$ cat src/rtl/mux_rr_stream_if.sv
// Stream bundle for mux_rr_stream: N parallel producer lanes in, one registered lane out.
interface mux_rr_stream_if #(
  parameter int W     = 4,
  parameter int N     = 16,
  parameter int SEL_W = 4
);
  logic [N*W-1:0] inp_mux;
  logic [N-1:0]   inp_valid;
  logic [N-1:0]   inp_ready;
  logic           mode;
  logic [SEL_W-1:0] select;
  logic [W-1:0]     out_mux;
  logic [SEL_W-1:0] out_sel;
  logic             out_valid;
  logic             out_ready;

  modport master (
    output inp_mux, inp_valid, mode, select, out_ready,
    input  inp_ready, out_mux, out_sel, out_valid
  );

  modport slave (
    input  inp_mux, inp_valid, mode, select, out_ready,
    output inp_ready, out_mux, out_sel, out_valid
  );
endinterface

$ cat src/rtl/mux_rr_stream.sv
// N:1 stream multiplexer with fixed-select or round-robin arbitration feeding
// a single registered output slot with valid/ready handshakes.
module mux_rr_stream #(
  parameter int W     = 4,
  parameter int N     = 16,
  parameter int SEL_W = 4
) (
  input logic            clk,
  input logic            rst_n,
  mux_rr_stream_if.slave bus
);

  localparam logic [N-1:0] one_hot0 = {{(N-1){1'b0}}, 1'b1};

  logic [W-1:0]     data_p0;
  logic [SEL_W-1:0] sel_p0;
  logic             vld_p0;
  logic [SEL_W-1:0] ptr;

  logic             found;
  logic [SEL_W-1:0] cand;
  int               idx;
  logic [N-1:0]     vshift;
  logic [N*W-1:0]   dshift;
  logic [W-1:0]     cand_data;
  logic             load_en;
  logic             xfer;

  // Candidate selection: round-robin starts searching just after the last grant.
  always_comb begin
    found  = 1'b0;
    cand   = '0;
    idx    = 0;
    vshift = '0;
    if (bus.mode) begin
      for (int k = 1; k <= N; k++) begin
        idx    = (int'(ptr) + k) % N;
        vshift = bus.inp_valid >> idx;
        if (!found && vshift[0]) begin
          found = 1'b1;
          cand  = SEL_W'(idx);
        end
      end
    end else if (int'(bus.select) < N) begin
      vshift = bus.inp_valid >> bus.select;
      found  = vshift[0];
      cand   = bus.select;
    end
  end

  assign dshift    = bus.inp_mux >> (int'(cand) * W);
  assign cand_data = dshift[W-1:0];
  assign load_en   = !vld_p0 || bus.out_ready;
  assign xfer      = found && load_en;

  assign bus.inp_ready = (rst_n && xfer) ? (one_hot0 << cand) : '0;

  // Output register stage
  always_ff @(posedge clk) begin
    if (!rst_n) begin
      vld_p0  <= 1'b0;
      data_p0 <= '0;
      sel_p0  <= '0;
      ptr     <= SEL_W'(N - 1);
    end else if (xfer) begin
      vld_p0  <= 1'b1;
      data_p0 <= cand_data;
      sel_p0  <= cand;
      ptr     <= cand;
    end else if (bus.out_ready) begin
      vld_p0  <= 1'b0;
    end
  end

  assign bus.out_mux   = data_p0;
  assign bus.out_sel   = sel_p0;
  assign bus.out_valid = vld_p0;

endmodule

$ cat src/flat_wrapper.sv
// flat-port wrapper written by rule: the top's interface ports become plain ports
module mux_rr_stream_flat 
#(
  parameter int W     = 4,
  parameter int N     = 16,
  parameter int SEL_W = 4
)
  (clk, rst_n, bus_inp_mux, bus_inp_valid, bus_mode, bus_select, bus_out_ready, bus_inp_ready, bus_out_mux, bus_out_sel, bus_out_valid);
  mux_rr_stream_if #(.W(W), .N(N), .SEL_W(SEL_W)) bus_i ();
  input logic clk;
  input logic rst_n;
  input wire logic [$bits(bus_i.inp_mux)-1:0] bus_inp_mux;
  input wire logic [$bits(bus_i.inp_valid)-1:0] bus_inp_valid;
  input wire logic [$bits(bus_i.mode)-1:0] bus_mode;
  input wire logic [$bits(bus_i.select)-1:0] bus_select;
  input wire logic [$bits(bus_i.out_ready)-1:0] bus_out_ready;
  output wire logic [$bits(bus_i.inp_ready)-1:0] bus_inp_ready;
  output wire logic [$bits(bus_i.out_mux)-1:0] bus_out_mux;
  output wire logic [$bits(bus_i.out_sel)-1:0] bus_out_sel;
  output wire logic [$bits(bus_i.out_valid)-1:0] bus_out_valid;
  assign bus_i.inp_mux = bus_inp_mux;
  assign bus_i.inp_valid = bus_inp_valid;
  assign bus_i.mode = bus_mode;
  assign bus_i.select = bus_select;
  assign bus_i.out_ready = bus_out_ready;
  assign bus_inp_ready = bus_i.inp_ready;
  assign bus_out_mux = bus_i.out_mux;
  assign bus_out_sel = bus_i.out_sel;
  assign bus_out_valid = bus_i.out_valid;
  mux_rr_stream #(.W(W), .N(N), .SEL_W(SEL_W)) u_core (.clk(clk), .rst_n(rst_n), .bus(bus_i));
endmodule
$ cat config.mk
export PLATFORM = sky130hd
export DESIGN_NAME = mux_rr_stream_flat
export DESIGN_NICKNAME = d
export VERILOG_FILES = /design/src/rtl/mux_rr_stream_if.sv /design/src/rtl/mux_rr_stream.sv /design/src/flat_wrapper.sv
export SDC_FILE = /design/constraint.sdc
export NUM_CORES = 1
export LEC_CHECK = 0
export BUFFER_PORTS_ARGS = -buffer_cell sky130_fd_sc_hd__buf_2
export CAP_MARGIN = 0
export CORE_ASPECT_RATIO = 0.6
export CORE_MARGIN = 4
export CORE_UTILIZATION = 38
export DETAILED_ROUTE_END_ITERATION = 12
export HOLD_SLACK_MARGIN = 0.1
export PLACE_DENSITY = 0.63
export SYNTH_ARGS = -nofsm -noshare
export SYNTH_HDL_FRONTEND = slang
export SYNTH_SLANG_ARGS = --single-unit
$ cat constraint.sdc
create_clock -name clk -period 9.8 [get_ports clk]
set_input_delay 1.47 -clock clk [delete_from_list [all_inputs] [get_ports clk]]
set_output_delay 1.47 -clock clk [all_outputs]
set_load 0.02 [all_outputs]
# Yosys cells after proc, flatten, opt, wreduce, memory -nomap -nowiden
# Index checks and enable logic that the tools add are counted.
[totals]
regBits = 13
latch_bits = 0
mem_bits_rw = 0
rom_bits = 0
wordCells = 158
memories = 0
[op_classes]
n_addsub = 16
n_mul = 0
div_mod_pow = 0
order_cmp = 0
n_eq_ne = 0
shift = 19
n_mux = 52
bitwise_logic = 16
reduce_logical = 51
[ops]
columns = ["cell", "count"]
rows = [
  ["right shift 16 x 32 -> 1 bit", 16],
  ["two-way mux 4 bit", 17],
  ["OR reduction 4 bit", 16],
  ["right shift 64 x 6 -> 4 bit", 1],
  ["two-way mux 1 bit", 34],
  ["adder 4 bit (second input constant)", 8],
  ["logical AND 1 bit", 17],
  ["adder 4 x 3 -> 4 bit (second input constant)", 4],
  ["bitwise AND 1 bit (first input constant)", 16],
  ["logical NOT 1 bit", 16],
  ["two-way mux 16 bit", 1],
  ["left shift 1 x 4 -> 16 bit (first input constant)", 1],
  ["right shift 16 x 4 -> 1 bit", 1],
  ["adder 4 x 1 -> 4 bit (second input constant)", 2],
  ["adder 4 x 2 -> 4 bit (second input constant)", 2],
  ["nonzero test 2 bit", 1],
  ["logical OR 1 bit", 1],
]

# Depth between registers and ports, before layout
# Gate-level depths: netlist (run 1).
[depth]
word_depth = 69
depth_mapped = 19
mapped_depth_nobuf = 14

# Least setup slack after synthesis (run 1)
# OpenSTA, ideal clock, no wires.
[synth_path]
kind = "flip-flop to output port"
start = "register u_core.ptr[1]"
end = "output bus_inp_ready[12]"
arrival_ps = 4807
t_required_ps = 8330
path_slack_ps = 3523
path_stages_with_launch = 16
cell_sequence = "dfxtp_1 -> buf_2 -> buf_4 -> clkinv_1 -> ha_1 -> clkbuf_1 -> mux4_2 -> mux4_2 -> nor3b_4 -> nand3_1 -> a32o_1 -> a221o_1 -> a211oi_4 -> nor2_2 -> or2_1 -> nor2_1"
[synth_between]
elab_chain_len = 69
[synth_rtl]
columns = ["element", "line_no", "rtl"]
rows = [
  ["start, declared", "mux_rr_stream.sv:18", "logic [SEL_W-1:0] ptr;"],
  ["start signal, assigned", "mux_rr_stream.sv:64", "ptr <= SEL_W'(N - 1);"],
  ["start signal, assigned", "mux_rr_stream.sv:69", "ptr <= cand;"],
  ["adder 4 x 1 -> 4 bit", "mux_rr_stream.sv:37", "idx = (int'(ptr) + k) % N;"],
  ["OR reduction 4 bit (no line)", "--", ""],
  ["bitwise AND 1 bit (no line)", "--", ""],
  ["right shift 16 x 32 -> 1 bit", "mux_rr_stream.sv:38", "vshift = bus.inp_valid >> idx;"],
  ["two-way mux 1 bit", "mux_rr_stream.sv:39", "if (!found && vshift[0]) begin"],
  ["two-way mux 1 bit", "mux_rr_stream.sv:35", "if (bus.mode) begin"],
  ["logical NOT 1 bit", "mux_rr_stream.sv:39", ""],
  ["logical AND 1 bit", "mux_rr_stream.sv:39", ""],
  ["(+53 left out)", "--", ""],
  ["two-way mux 1 bit", "mux_rr_stream.sv:35", ""],
  ["logical NOT 1 bit", "mux_rr_stream.sv:39", ""],
  ["logical AND 1 bit", "mux_rr_stream.sv:39", ""],
  ["two-way mux 1 bit", "mux_rr_stream.sv:39", ""],
  ["two-way mux 1 bit", "mux_rr_stream.sv:35", ""],
  ["logical AND 1 bit", "mux_rr_stream.sv:54", "assign xfer = found && load_en;"],
  ["logical AND 1 bit", "mux_rr_stream.sv:56", "assign bus.inp_ready = (rst_n && xfer) ? (one_hot0 << cand) : '0;"],
  ["two-way mux 16 bit (*)", "mux_rr_stream.sv:56", ""],
  ["end, declared", "flat_wrapper.sv:17", "output wire logic [$bits(bus_i.inp_ready)-1:0] bus_inp_ready;"],
]
# Mark *: on every way between the ends. The rest lies on a longest branch, timed or not. The select of a mux whose other input is x is not followed.

# Worst setup path after layout (run 1)
[layout_path]
start = "register u_core.ptr[1]"
end = "output bus_inp_ready[6]"
# Same word-level chain as after synthesis.

==> results.py, run 1 <==
metrics = {
    "floorplanning": {
        "initial_core_util_pct": 40.01,
        "core_um2": 10120,
        "placementRows": 28,
        "die_w_um": 141.3,
        "die_y_um": 87.98,
        "dieArea_um2": 12430,
        "ios": 113,
    },
    "final_layout": {
        "drive_above_1_share_pct": 32.22,
        "area_delta_synth_final_pct": 16.86,
        "fin_nets": 668,
        "nFillCells": 957,
        "insertedDiodeCount": 0,
        "stdcell_count": 706,
    },
    "logic_synthesis": {
        "syn_area_um2": 4051,
        "synth_seq_cells": 13,
        "synth-edff-count": 0,
        "synth-main-ff-cell": "dfxtp_1",
        "yosys_warnings": 0,
        "synth_nets": 578,
        "syn_area_per_cell_um2": 8.405,
        "synth_seq_area_share_pct": 6.424,
        "synthArstFlopShare_pct": 0,
        "synth.distinct_cells": 73,
        "synthCells": 482,
    },
    "global_route": {
        "grt_antenna_before_repair": 0,
        "overflow": 0,
        "grt_max_degree": 31,
        "grt_first_pass_wirelength_mm": 23.46,
        "track_usage_pct": 23.34,
        "grt_pass1_vias": 4255,
    },
    "power_and_ir_drop": {
        "power-per-cell-area_nw_per_um2": 301.4,
        "p_leak_nw": 1.993,
        "irDropWorstVdd_mv": 0.1515,
        "power_mw": 1.427,
    },
    "timing": {
        "fin_crit_sh_pct": 78.02,
        "final.setup.tns_ns": 0,
        "setup_violations": 0,
        "slew_viol_final": 0,
        "maxSlewHeadroom_pct": 31.82,
        "rsz0062_at_grt": "false",
        "whs_ns": 0.4696,
        "hold_viol_final": 0,
        "finClkSkew_ns": 0.002460,
        "tightest_slew_ns": 1.018,
        "timing.fmax_ghz": 0.1308,
        "finalCriticalPeriod_ns": 7.646,
    },
    "placed_design": {
        "place_hpwl_mm": 11.94,
        "dpl.cell_count": 702,
        "port_buffers": 112,
        "finalWeightedCongestion": 0.9478,
    },
    "clocking": {
        "ctsResizeCount": 0,
        "cts_tree": "done",
        "clockBufferDepth": 2,
        "clk_latency_ns": 0.25,
        "clock_sinks": 13,
        "cts_inserted_buffers": 3,
        "cts-root-buf": "clkbuf_16",
        "clkTransAtPathRegs_ns": 0.04,
        "cts_hold_buf": 0,
        "postCtsSetupBuffers": 0,
        "cts-htree-levels": 1,
    },
    "critical_path": {
        "arrival_ns": 6.18,
        "cp-end-kind": "output port",
        "cp_data_required_time_ns": 8.33,
        "start_kind": "flip-flop",
        "critPathMaxFanout": 24,
        "crit_type": "reg -> out",
    },
    "outcome": {
        "outcome": "finished clean",
    },
    "routing": {
        "first_iter_violations": 531,
        "route.vias.total": 4640,
        "postRouteAntennaNets": 0,
        "wirelength_mm": 15.16,
        "dr.pass1.iters": 5,
        "via_per_inst": 6.572,
        "drc_errors": 0,
        "wire_per_inst_um": 21.47,
    },
    "run": {
        "drv_cap": 0,
    },
    "hold_path": {
        "min_path_type": "reg -> reg",
    },
}
## cells in the mapped netlist (all sizes together) (7+ instances only)
cell    count  area [um^2]
a211oi     10        87.58
a21oi      22        110.1
a22oi      11        82.58
a31oi       8        65.06
buf        15        98.84
clkbuf     17        63.81
dfxtp      13        260.3
ha          8        100.1
inv        13        48.80
mux2       12        135.1
mux2i      59        590.6
mux4       38        855.8
nand2      31        116.4
nand3      23        115.1
nor2       47        178.9
nor3        7        35.03
o211ai      9        72.57
o21ai      32        163.9
o22ai      10        68.81
xnor2       9        78.83
## cell families (layout without fill, tap and decap cells)
family | Yosys count | after routing | share of synthesized area [%]
buffers and inverters | 46 | 135 | 5.312
xor gates and xnor gates | 13 | 13 | 2.996
and+or+nand+nor | 144 | 144 | 17.60
DFF | 13 | 13 | 6.424
AOI/OAI and AO/OA | 149 | 149 | 26.16
muxes | 109 | 109 | 39.04
adders and majority gates | 8 | 8 | 2.471
## flip-flops by register name, indices dropped and copies added, names as in the netlist
| name | count |
|---|---|
| u_core.bus.out_mux | 4 |
| u_core.bus.out_sel | 4 |
| u_core.bus.out_valid | 1 |
| u_core.ptr | 4 |
## metrics by stage
stage / util [%] / area [um^2] / setup WS, ns
6_report: 46.76 / 4735 / 2.154
5_1_grt: 46.76 / 4735 / 1.707
4_1_cts: 46.76 / 4735 / 2.227
3_5_place_dp: 45.98 / 4656 / 2.490
3_3_place_gp: 45.98 / 4656 / 2.755
2_1_floorplan: - / 4051 / 3.523
## cell type report
type                       count  area [um^2]  area share, %
clock buffer                   4        78.83          1.665
sequential                    13        260.3          5.497
inverter                      14        52.55          1.110
timing repair buffer         117        598.1          12.63
multi-input combinational    423         3576          75.53
tap                          135        168.9          3.568
## metal layers
layer  vias up  track usage [%]  share of wire, %
li1       2095                -                 -
met1      2241            35.06                43
met2       289            34.69                43
met3        15            6.165                13
met4         0            2.199              0.69
met5         -                0                 0
## worst paths after layout
check,startpoint,cells past startpoint,endpoint,slack [ns]
worst max-delay path,u_core.ptr[1],13,bus_inp_ready[6],2.15
worst min register to register,u_core.bus.out_sel[1],2,u_core.bus.out_sel[1],0.47
worst max register to register,u_core.ptr[1],13,u_core.bus.out_mux[1],3.48
worst min-delay path,u_core.bus.out_sel[1],2,u_core.bus.out_sel[1],0.47
## worst max-delay path, cell delays in order (launching register included)
cell and delay, ns:
dfxtp_1 0.30, buf_4 0.34, clkinv_1 0.43, ha_1 0.97, mux4_2 0.46, mux4_2 0.62, nor3b_4 0.45, nand4_2 0.36
o21a_1 0.33, o211ai_2 0.53, nand2_1 0.57, nand2_1 0.31, nor2_1 0.07, buf_2 0.17
## report_power, final
| group | switching, mW | internal, mW |
|---|---|---|
| clock network | 0.0239 | 0.0550 |
| logic | 0.785 | 0.487 |
| registers | 0.00932 | 0.0674 |
| total | 0.818 | 0.609 |
## layout by cell type (no fill, tap or decap), types with 3 or more instances in the layout
cell and n:
o211ai_1 8, nor2b_1 4, a21oi_1 22, inv_1 13
nand3_1 23, nor2_1 46, a211o_1 4, buf_4 5
nor3_1 7, o21a_1 6, clkbuf_16 3, buf_2 112
mux4_2 38, a31oi_1 7, nand2_1 31, o32ai_1 3
mux2i_1 59, mux2_2 11, xor2_1 3, xnor2_1 9
dfxtp_1 13, a41oi_1 5, a22oi_1 11, ha_1 8
o21ai_0 29, a211oi_1 9, a221o_1 6, nand4_1 5
a21boi_0 5, nand2b_1 5, o22ai_1 9
Note: power is estimated with default switching activity, not from simulation.
==> run 2, diff against run 1 <==
Settings changed: ABC_AREA from default to 1, PLACE_DENSITY 0.63 to 0.67.
Clock period 9.8 ns to 6.25 ns, I/O delays scaled along.
==> results.py, run 2 <==
metrics = {
    "outcome": {
        "outcome": "finished clean",
    },
    "final_layout": {
        "fin_nets": 900,
        "final_common_cell": "nand2_1",
        "drive_above_1_share_pct": 22.04,
        "fin_area_um2": 4377,
        "layout_common_cells": "nand2_1, nand3_1, buf_2",
        "final_util_pct": 47.28,
        "area_delta_synth_final_pct": 19.96,
        "insertedDiodeCount": 0,
    },
    "placed_design": {
        "port_buffers": 112,
        "place_hpwl_mm": 11.27,
        "dpl-instance-area_um2": 4297,
        "finalWeightedCongestion": 1.056,
    },
    "logic_synthesis": {
        "yosys_warnings": 0,
        "synth_nets": 797,
        "synth-edff-count": 0,
        "synthCells": 701,
        "synth_seq_cells": 13,
        "synthArstFlopShare_pct": 0,
        "synth.distinct_cells": 40,
        "yosys.cell_count.top_type": "nand2_1",
        "yosysTopAreaCell": "nand3_1",
        "synth-main-ff-cell": "dfxtp_1",
        "syn_area_per_cell_um2": 5.205,
        "synth_top_area_share_pct": 23.46,
        "synth_seq_area_share_pct": 7.133,
        "netlist_top_cells_count": "nand2_1, nand3_1, inv_1",
        "syn_area_um2": 3648,
        "synthTopCellsByArea": "nand3_1, nand2_1, inv_1, dfxtp_1, nor2_1",
    },
    "floorplanning": {
        "initial_core_util_pct": 39.42,
        "core_um2": 9256,
        "die_y_um": 83.90,
        "die_w_um": 134.5,
        "placementRows": 27,
        "dieArea_um2": 11280,
        "ios": 113,
    },
    "clocking": {
        "cts_inserted_buffers": 3,
        "clk_latency_ns": 0.24,
        "clockBufferDepth": 2,
        "clkTransAtPathRegs_ns": 0.05,
        "cts_tree": "done",
        "cts-htree-levels": 1,
        "cts-root-buf": "clkbuf_16",
        "postCtsSetupBuffers": 0,
        "clock_sinks": 13,
        "cts_hold_buf": 0,
        "ctsResizeCount": 0,
    },
    "critical_path": {
        "slowest_delay_ns": 0.69,
        "rr_worst_depth": 28,
        "cp_data_required_time_ns": 5.31,
        "cp-end-kind": "output port",
        "critPathMostFrequentCell": "nand2_1",
        "reg2reg_from": "u_core.ptr[0]",
        "critPathMaxFanout": 18,
        "slowest_stage": "dfxtp_1",
        "cp-startpoint": "u_core.ptr[0]",
        "crit_end": "bus_inp_ready[11]",
        "start_kind": "flip-flop",
        "crit_type": "reg -> out",
        "arrival_ns": 4.63,
        "r2r_slack_ns": 1.62,
        "reg2reg_to": "u_core.bus.out_mux[0]",
    },
    "timing": {
        "tightest_slew_ns": 0.9647,
        "fin_crit_sh_pct": 89.08,
        "maxSlewHeadroom_pct": 35.53,
        "timing.fmax_ghz": 0.1796,
        "whs_ns": 0.4473,
        "finClkSkew_ns": 0.001671,
        "rsz0062_at_grt": "false",
        "setup_violations": 0,
        "final.setup.tns_ns": 0,
        "hold_viol_final": 0,
        "finalCriticalPeriod_ns": 5.567,
        "slew_viol_final": 0,
    },
    "routing": {
        "wire_per_inst_um": 14.71,
        "route.vias.total": 4918,
        "routed-wl-met3_mm": 1.816,
        "met1_length_mm": 6.956,
        "met2RoutedLength_mm": 4.916,
        "drc_errors": 0,
        "dr.pass1.iters": 5,
        "topRoutingLayerUsed": "met4",
        "first_iter_violations": 547,
        "wirelength_mm": 13.72,
        "postRouteAntennaNets": 0,
        "via_per_inst": 5.271,
    },
    "global_route": {
        "track_usage_pct": 22.99,
        "grt_first_pass_wirelength_mm": 21.50,
        "overflow": 0,
        "grt_max_degree": 32,
        "grt_antenna_before_repair": 0,
        "grt_pass1_vias": 4162,
    },
    "run": {
        "drv_cap": 0,
    },
    "hold_path": {
        "min_path_type": "reg -> reg",
    },
}
[run 2: cell types whose count changed after synthesis, moves of 10 or more]
cell,before,now
clkbuf_1,17,7
mux2_2,11,0
o21ai_0,29,16
inv_2,0,11
nand3_1,23,171
nand2_1,31,193
mux2i_1,59,0
nor2_1,46,56
nand2_2,0,11
inv_1,13,99
nand3b_1,1,12
mux4_2,38,0
[run 2: logic make-up after synthesis]
kind of cell,Yosys count,synth area share (%)
simple gates,471,60.22
flops,13,7.133
buf+inv,142,16.77
xor+xnor,7,2.298
compound gates,60,10.84
fa+ha+maj,8,2.744
[run 2: how the worst min path moves through the flow]
stage | start | end | depth (start not counted)
after floorplan | u_core.bus.out_sel[3] | u_core.bus.out_sel[3] | 2
after CTS | u_core.bus.out_sel[3] | u_core.bus.out_sel[3] | 2
after global routing | u_core.bus.out_sel[3] | u_core.bus.out_sel[3] | 2
after global placement | u_core.bus.out_sel[3] | u_core.bus.out_sel[3] | 2
after detailed placement | u_core.bus.out_sel[3] | u_core.bus.out_sel[3] | 2
final | u_core.bus.out_sel[3] | u_core.bus.out_sel[3] | 2
[run 2: critical path: cells and delay by family, from the launching register on]
| kind | cells | cell delay (ns) |
|---|---|---|
| adders and majority gates | 1 | 0.20 |
| DFF | 1 | 0.69 |
| buffers and inverters | 5 | 0.72 |
| AOI/OAI and AO/OA | 2 | 0.42 |
| and+or+nand+nor | 21 | 2.33 |
[run 2: stage by stage]
step | cells | setup WS [ns]
final | 933 | 0.6827
after global routing | 933 | 0.2853
after detailed placement | 929 | 1.051
after floorplan | 701 | 1.590
after CTS | 933 | 0.7790
after global placement | 929 | 1.120
[run 2: cell type report]
cell class | count | area, um^2
Sequential cell | 13 | 260.3
Fill cell | 1010 | 4880
Multi-Input combinational cell | 546 | 2776
Clock buffer | 3 | 75.07
Tap cell | 130 | 162.7
Clock inverter | 1 | 5.005
Inverter | 113 | 424.2
Timing Repair Buffer | 127 | 673.1
[run 2: metal layers]
| layer | track usage (%) | vias up |
|---|---|---|
| li1 | - | 2480 |
| met1 | 38.63 | 2133 |
| met2 | 28.21 | 297 |
| met3 | 7.108 | 8 |
| met4 | 1.109 | 0 |
| met5 | 0 | - |
Power of run 2 is left out: the tool's default activity adds up to more than one toggle a clock period on the data nets, which glitch-free logic cannot reach.
